[src/rtl/tdl_link_manager.sv]
`default_nettype none
// ============================================================================
//  Module   : tdl_link_manager
//  Purpose  : Brings up, qualifies and supervises the TDL receive link.
//             Sequences the RX datapath reset, waits for reset-done and
//             comma alignment, qualifies alignment, filters short alignment
//             drops, and retries a bounded number of times before faulting.
//  Revision : 1.0  initial release
// ============================================================================
module tdl_link_manager #(
  parameter int unsigned RESET_PULSE    = 16,
  parameter int unsigned DONE_TIMEOUT   = 1000000,
  parameter int unsigned ALIGN_TIMEOUT  = 1000000,
  parameter int unsigned QUALIFY_CYCLES = 65536,
  parameter int unsigned LOSS_FILTER    = 64,
  parameter int unsigned MAX_RETRIES    = 8,
  parameter int unsigned TIMER_W        = 24
) (
  input  logic       clk_freerun,
  input  logic       reset_n,
  input  logic       qpll0lock_in,
  input  logic       reset_rx_done_in,
  input  logic       rxaligned_in,
  input  logic       relink_req_in,
  output logic       reset_rx_datapath_out,
  output logic       link_up_out,
  output logic       link_fault_out,
  output logic [7:0] retry_cnt_out,
  output logic [2:0] state_out
);

  typedef enum logic [2:0] {
    ST_IDLE       = 3'd0,
    ST_RST        = 3'd1,
    ST_WAIT_DONE  = 3'd2,
    ST_WAIT_ALIGN = 3'd3,
    ST_QUALIFY    = 3'd4,
    ST_UP         = 3'd5,
    ST_LOSS       = 3'd6,
    ST_FAULT      = 3'd7
  } state_t;

  // Terminal timer values: the timer starts at 0 on state entry, so the last
  // cycle of an N-cycle window is N-1.
  localparam logic [TIMER_W-1:0] RST_LAST   = TIMER_W'(RESET_PULSE - 1);
  localparam logic [TIMER_W-1:0] DONE_LAST  = TIMER_W'(DONE_TIMEOUT - 1);
  localparam logic [TIMER_W-1:0] ALIGN_LAST = TIMER_W'(ALIGN_TIMEOUT - 1);
  localparam logic [TIMER_W-1:0] QUAL_LAST  = TIMER_W'(QUALIFY_CYCLES - 1);
  // The unaligned cycle seen in UP counts towards the loss filter, so LOSS
  // itself only has to observe LOSS_FILTER-1 further unaligned cycles.
  localparam logic [TIMER_W-1:0] LOSS_LAST  =
      TIMER_W'((LOSS_FILTER >= 2) ? (LOSS_FILTER - 2) : 0);

  state_t               state_q, state_d;
  logic [TIMER_W-1:0]   timer_q, timer_d;
  logic [7:0]           retry_q, retry_d;
  logic [2:0]           meta_q, meta_d, sync_q, sync_d;
  logic                 rst_out_q, rst_out_d;
  logic                 link_up_q, link_up_d;
  logic                 fault_q, fault_d;
  logic                 qlock, done, aligned;
  logic                 fail_attempt;
  logic [7:0]           retry_inc;

  assign qlock   = sync_q[2];
  assign done    = sync_q[1];
  assign aligned = sync_q[0];

  // Two-flop synchronizer inputs for the asynchronous status lines
  always_comb begin
    meta_d = {qpll0lock_in, reset_rx_done_in, rxaligned_in};
    sync_d = meta_q;
  end

  // Next-state, retry accounting and attempt-failure decisions
  always_comb begin
    state_d      = state_q;
    retry_d      = retry_q;
    fail_attempt = 1'b0;
    retry_inc    = (retry_q == 8'hFF) ? 8'hFF : retry_q + 8'd1;

    case (state_q)
      ST_IDLE:       if (qlock) state_d = ST_RST;
      ST_RST:        if (timer_q == RST_LAST) state_d = ST_WAIT_DONE;
      ST_WAIT_DONE: begin
        if (done)                       state_d = ST_WAIT_ALIGN;
        else if (timer_q == DONE_LAST)  fail_attempt = 1'b1;
      end
      ST_WAIT_ALIGN: begin
        if (aligned)                    state_d = ST_QUALIFY;
        else if (timer_q == ALIGN_LAST) fail_attempt = 1'b1;
      end
      ST_QUALIFY: begin
        if (!aligned) begin
          fail_attempt = 1'b1;
        end else if (timer_q == QUAL_LAST) begin
          state_d = ST_UP;
          retry_d = 8'd0;
        end
      end
      ST_UP:         if (!aligned) state_d = ST_LOSS;
      ST_LOSS: begin
        if (aligned)                    state_d = ST_UP;
        else if (timer_q >= LOSS_LAST)  fail_attempt = 1'b1;
      end
      ST_FAULT:      state_d = ST_FAULT;
      default:       state_d = ST_IDLE;
    endcase

    if (fail_attempt) begin
      retry_d = retry_inc;
      state_d = (32'(retry_inc) >= MAX_RETRIES) ? ST_FAULT : ST_RST;
    end

    // A relink request overrides everything; losing the PLL lock overrides
    // the normal flow but is not an attempt failure, so the count is kept.
    if (relink_req_in) begin
      state_d = ST_RST;
      retry_d = 8'd0;
    end else if (!qlock && state_q != ST_IDLE && state_q != ST_FAULT) begin
      state_d = ST_IDLE;
      retry_d = retry_q;
    end
  end

  // Timer restarts on every state change (and on relink); saturates otherwise
  always_comb begin
    if (state_d != state_q || relink_req_in) begin
      timer_d = '0;
    end else if (timer_q == '1) begin
      timer_d = timer_q;
    end else begin
      timer_d = timer_q + TIMER_W'(1);
    end
  end

  // Registered outputs are decoded from the next state so they track state_q
  always_comb begin
    rst_out_d = (state_d == ST_RST);
    link_up_d = (state_d inside {ST_UP, ST_LOSS});
    fault_d   = (state_d == ST_FAULT);
  end

  // State, timer, synchronizer and output registers
  always_ff @(posedge clk_freerun or negedge reset_n) begin
    if (!reset_n) begin
      state_q   <= ST_IDLE;
      timer_q   <= '0;
      retry_q   <= 8'd0;
      meta_q    <= 3'b000;
      sync_q    <= 3'b000;
      rst_out_q <= 1'b0;
      link_up_q <= 1'b0;
      fault_q   <= 1'b0;
    end else begin
      state_q   <= state_d;
      timer_q   <= timer_d;
      retry_q   <= retry_d;
      meta_q    <= meta_d;
      sync_q    <= sync_d;
      rst_out_q <= rst_out_d;
      link_up_q <= link_up_d;
      fault_q   <= fault_d;
    end
  end

  assign reset_rx_datapath_out = rst_out_q;
  assign link_up_out           = link_up_q;
  assign link_fault_out        = fault_q;
  assign retry_cnt_out         = retry_q;
  assign state_out             = state_q;

endmodule
`default_nettype wire

[config.mk]
export PLATFORM = sky130hd
export DESIGN_NAME = tdl_link_manager
export DESIGN_NICKNAME = d
export VERILOG_FILES = /design/src/rtl/tdl_link_manager.sv
export SDC_FILE = /design/constraint.sdc
export NUM_CORES = 1
export LEC_CHECK = 0
export CAP_MARGIN = 15
export CORE_MARGIN = 1
export CORE_UTILIZATION = 25
export DETAILED_ROUTE_END_ITERATION = 6
export SLEW_MARGIN = 25
export SYNTH_ARGS = -nofsm -noshare
export SYNTH_HDL_FRONTEND = slang
export SYNTH_SLANG_ARGS = --single-unit
[constraint.sdc]
create_clock -name clk_freerun -period 6.9 [get_ports clk_freerun]
set_clock_uncertainty 0.15 [all_clocks]
set_input_delay 1.38 -clock clk_freerun [delete_from_list [all_inputs] [get_ports clk_freerun]]
set_output_delay 1.38 -clock clk_freerun [all_outputs]
set_load 0.02 [all_outputs]
==> metrics.txt <==
# TYPE chip_impl_metric gauge
chip_impl_metric{name="grt_first_pass_wirelength",unit="um"} 9360
chip_impl_metric{name="grt_start_max_net_pins",unit=""} 45
chip_impl_metric{name="grt_pass1_vias",unit=""} 1972
chip_impl_info{name="crit_path_start_kind",value="flip-flop"} 1
chip_impl_metric{name="finalSetupViolCount",unit=""} 0
chip_impl_metric{name="detail_route.wl_per_cell",unit="um"} 12.9
chip_impl_metric{name="fp.dieH",unit="um"} 103
chip_impl_metric{name="totalWireLength",unit="um"} 5490
chip_impl_metric{name="final_nets",unit=""} 299
chip_impl_info{name="rsz_0062_raised_after_global_routing",value="false"} 1
chip_impl_info{name="clockRootBuffer",value="sky130_fd_sc_hd__clkbuf_8"} 1
chip_impl_metric{name="cts_max_path_buffers",unit=""} 2
chip_impl_metric{name="clk_latency",unit="ps"} 300
chip_impl_metric{name="finalSetupTns",unit="ps"} 0
chip_impl_metric{name="dp_hpwl",unit="um"} 3830
chip_impl_metric{name="drt-vias-per-instance",unit=""} 4.90
chip_impl_metric{name="post_synth.cell_area_avg",unit="sq um"} 9.33
chip_impl_metric{name="grt_antenna_before_repair",unit=""} 0
chip_impl_info{name="tritoncts",value="done"} 1
chip_impl_metric{name="power_density",unit="nW/um^2"} 172
chip_impl_metric{name="drive_gt1_share",unit="%"} 8.93
chip_impl_metric{name="mappedNetlistNets",unit=""} 283
chip_impl_metric{name="yosys_warnings",unit=""} 0
chip_impl_metric{name="postCtsHoldBufs",unit=""} 0
chip_impl_metric{name="dieWidth",unit="um"} 103
chip_impl_metric{name="utilization",unit="%"} 30.0
chip_impl_metric{name="layout_overhead_on_the_synthesized_area",unit="%"} 15.9
chip_impl_metric{name="first_pass_iters",unit=""} 4
chip_impl_metric{name="ant_nets",unit=""} 0
chip_impl_metric{name="port_buffers",unit=""} 19
chip_impl_metric{name="post_dp_cell_area",unit="sq um"} 2850
chip_impl_info{name="criticalPathCategory",value="reg -> reg"} 1
chip_impl_metric{name="cts.reportedPaths.clkPinSlew",unit="ps"} 80
chip_impl_metric{name="irDropWorstVdd",unit="V"} 0.0000740
chip_impl_metric{name="critical_path_peak_fanout",unit=""} 7
chip_impl_metric{name="slew_violations",unit=""} 0
chip_impl_info{name="setup.worst_path.end_class",value="flip-flop"} 1
chip_impl_info{name="worst_hold_path_type",value="reg -> reg"} 1
chip_impl_metric{name="cts_num_sinks",unit=""} 44
chip_impl_metric{name="postCtsResizedCells",unit=""} 0
chip_impl_metric{name="htree_num_levels",unit=""} 2
chip_impl_metric{name="fmax",unit="MHz"} 295
chip_impl_metric{name="grt_overflow_total",unit=""} 0
chip_impl_metric{name="fin_total_pwr",unit="uW"} 508
chip_impl_metric{name="timing.final.ws_setup",unit="ps"} 3520
chip_impl_info{name="ys_dominant_reg_cell",value="sky130_fd_sc_hd__dfrtp_1"} 1
chip_impl_metric{name="timing_worst_slew_pin_value",unit="ps"} 1010
chip_impl_metric{name="aggregate_global_route_resource_usage",unit="%"} 11.4
chip_impl_info{name="crit-reg2reg-launch",value="timer_q[20]$_DFFE_PN0P_"} 1
chip_impl_metric{name="syn_area",unit="sq um"} 2560
chip_impl_metric{name="p_leak",unit="uW"} 0.00113
chip_impl_metric{name="final.period_utilization",unit="%"} 49.1
chip_impl_metric{name="hold_viol",unit=""} 0
chip_impl_metric{name="worst-r2r-cell-count",unit=""} 7
chip_impl_metric{name="async_flop_share",unit="%"} 100
chip_impl_metric{name="worst_slew_margin_rel",unit="%"} 31.8
chip_impl_info{name="timing.critical_path.to",value="retry_cnt_out[6]$_DFFE_PN0P_"} 1
chip_impl_metric{name="drt_iter0_markers",unit=""} 193
chip_impl_metric{name="via_count",unit=""} 2079
chip_impl_metric{name="period_needed",unit="ps"} 3380
chip_impl_metric{name="yosysSeqAreaShare",unit="%"} 43.1
chip_impl_metric{name="synth-edff-count",unit=""} 0
chip_impl_metric{name="initial_util",unit="%"} 25.9
chip_impl_metric{name="post-cts-setup-buffers",unit=""} 0
chip_impl_metric{name="hold_path_depth",unit=""} 0
chip_impl_metric{name="critical_path_arrival",unit="ps"} 3430
chip_impl_metric{name="placementRows",unit=""} 36
chip_impl_metric{name="worst_ep_required_time",unit="ps"} 6940
chip_impl_metric{name="rrSetupSlack",unit="ps"} 3520
chip_impl_metric{name="count_of_mapped_cells_out_of_synthesis",unit=""} 274
chip_impl_metric{name="preCtsSetupSlack",unit="ps"} 3380
chip_impl_metric{name="core_box_area",unit="sq um"} 9860
chip_impl_metric{name="postSynthRegisterBits",unit=""} 44
chip_impl_info{name="timing.rr.end",value="retry_cnt_out[6]$_DFFE_PN0P_"} 1
chip_impl_info{name="result_of_the_run",value="complete, no violations"} 1
chip_impl_metric{name="synth.lib_cells_used.distinct",unit=""} 50
chip_impl_metric{name="cap_viol_max_count",unit=""} 0
chip_impl_metric{name="number_of_fill_cells",unit=""} 1013
chip_impl_metric{name="gp_congestion",unit=""} 0.825
chip_impl_metric{name="stdcell_area",unit="sq um"} 2960
chip_impl_metric{name="num_antenna_cells",unit=""} 0
chip_impl_metric{name="cts_buf_count",unit=""} 5
chip_impl_metric{name="io_pins",unit=""} 20
chip_impl_metric{name="fp.dieArea",unit="sq um"} 10600
chip_impl_info{name="critical_path.startpoint",value="timer_q[20]$_DFFE_PN0P_"} 1
chip_impl_metric{name="post-route-drc-count",unit=""} 0
[where the power goes]
group / total (uW) / switching (uW) / internal (uW)
logic: 45.6 / 30.2 / 15.4
clock network: 195 / 87.5 / 108
registers: 268 / 5.97 / 262
[placed cells by master, fill, tap and decap left out, drive strengths merged, types with 9 or more instances in the layout]
master         netlist  final
o21ai               17     17
nor3                32     32
nand3               20     20
nand2               19     19
xor2                 9      9
xnor2               15     15
inv                 10     10
nor4                10     10
clkdlybuf4s50        0     18
dfrtp               44     44
nor2                17     17
a21oi                9      9
[how the worst min path moves through the flow]
stage,startpoint,endpoint
2_1_floorplan,meta_q[0]$_DFF_PN0_,sync_q[0]$_DFF_PN0_
5_1_grt,meta_q[1]$_DFF_PN0_,sync_q[1]$_DFF_PN0_
3_3_place_gp,meta_q[2]$_DFF_PN0_,sync_q[2]$_DFF_PN0_
6_report,meta_q[1]$_DFF_PN0_,sync_q[1]$_DFF_PN0_
4_1_cts,meta_q[1]$_DFF_PN0_,sync_q[1]$_DFF_PN0_
3_5_place_dp,meta_q[1]$_DFF_PN0_,sync_q[1]$_DFF_PN0_
[through the flow]
stage / instances / hold WS (ps)
after floorplan: 274 / 181
after global placement: 416 / 188
after detailed placement: 416 / 190
after CTS: 424 / 208
after global routing: 424 / 219
final: 424 / 203
[per-layer routing]
| layer | GRT usage, % | vias up | part of all wire, % |
|---|---|---|---|
| met5 | 0 | - | 0 |
| met4 | 3.03 | 0 | 0.73 |
| met3 | 3.19 | 5 | 4.6 |
| met2 | 18.7 | 43 | 46 |
| met1 | 14.8 | 1005 | 48 |
| li1 | - | 1026 | - |
[cells in the mapped netlist, types with 2 or more instances]
library cell / number / share of area, %
sky130_fd_sc_hd__or4_4: 5 / 2.2
sky130_fd_sc_hd__inv_1: 10 / 1.5
sky130_fd_sc_hd__ha_1: 3 / 1.5
sky130_fd_sc_hd__o21ai_0: 16 / 3.1
sky130_fd_sc_hd__nand3_1: 20 / 3.9
sky130_fd_sc_hd__a21oi_1: 8 / 1.6
sky130_fd_sc_hd__and2_1: 2 / 0.49
sky130_fd_sc_hd__buf_2: 3 / 0.59
sky130_fd_sc_hd__nor3b_1: 2 / 0.59
sky130_fd_sc_hd__nor4_1: 9 / 2.2
sky130_fd_sc_hd__buf_6: 2 / 0.88
sky130_fd_sc_hd__and3_1: 8 / 2.0
sky130_fd_sc_hd__mux2i_1: 2 / 0.78
sky130_fd_sc_hd__clkbuf_1: 5 / 0.73
sky130_fd_sc_hd__nand2_1: 18 / 2.6
sky130_fd_sc_hd__nor3_1: 29 / 5.7
sky130_fd_sc_hd__a31oi_1: 2 / 0.49
sky130_fd_sc_hd__nor3_2: 3 / 1.2
sky130_fd_sc_hd__nor2_1: 17 / 2.5
sky130_fd_sc_hd__o31ai_1: 2 / 0.59
sky130_fd_sc_hd__or3_1: 3 / 0.73
sky130_fd_sc_hd__dfrtp_1: 44 / 43
sky130_fd_sc_hd__nand2b_1: 2 / 0.49
sky130_fd_sc_hd__nand3b_1: 3 / 0.88
sky130_fd_sc_hd__nor2b_1: 2 / 0.49
sky130_fd_sc_hd__xnor2_1: 14 / 4.8
sky130_fd_sc_hd__nand4_1: 8 / 2.0
sky130_fd_sc_hd__xor2_1: 9 / 3.1
sky130_fd_sc_hd__o31ai_4: 2 / 1.7
[kinds of logic after synthesis]
logic type	count (synthesis)	synth area share (%)
DFF	44	43.1
muxes	3	1.22
and+or+nand+nor	138	30.8
AOI/OAI and AO/OA	41	11.0
buffers and inverters	21	3.96
xor gates and xnor gates	24	8.51
adders and majority gates	3	1.47
[cell type report]
class                           instances  area [sq um]  area share [%]
Multi-Input combinational cell        209          1360            45.7
Sequential cell                        44          1100            37.2
Timing Repair Buffer                   20           195            6.59
Tap cell                              133           166            5.62
Clock buffer                            6          72.6            2.45
Inverter                               10          37.5            1.27
Clock inverter                          2          35.0            1.18
[worst max-delay path, cell delays in order, from the launching register on]
cell and delay, ps:
sky130_fd_sc_hd__dfrtp_1 430, sky130_fd_sc_hd__or4_4 570, sky130_fd_sc_hd__or4_4 500, sky130_fd_sc_hd__o31ai_4 310
sky130_fd_sc_hd__nand2_4 120, sky130_fd_sc_hd__o31ai_1 860, sky130_fd_sc_hd__nor3_1 90, sky130_fd_sc_hd__o22a_1 230
[registers in the layout (all words and copies together) (netlist names)]
signal,flops
timer_q,24
link_fault_out,1
reset_rx_datapath_out,1
state_out,3
link_up_out,1
meta_q,3
retry_cnt_out,8
sync_q,3
Note: power is estimated with default switching activity, not from simulation.
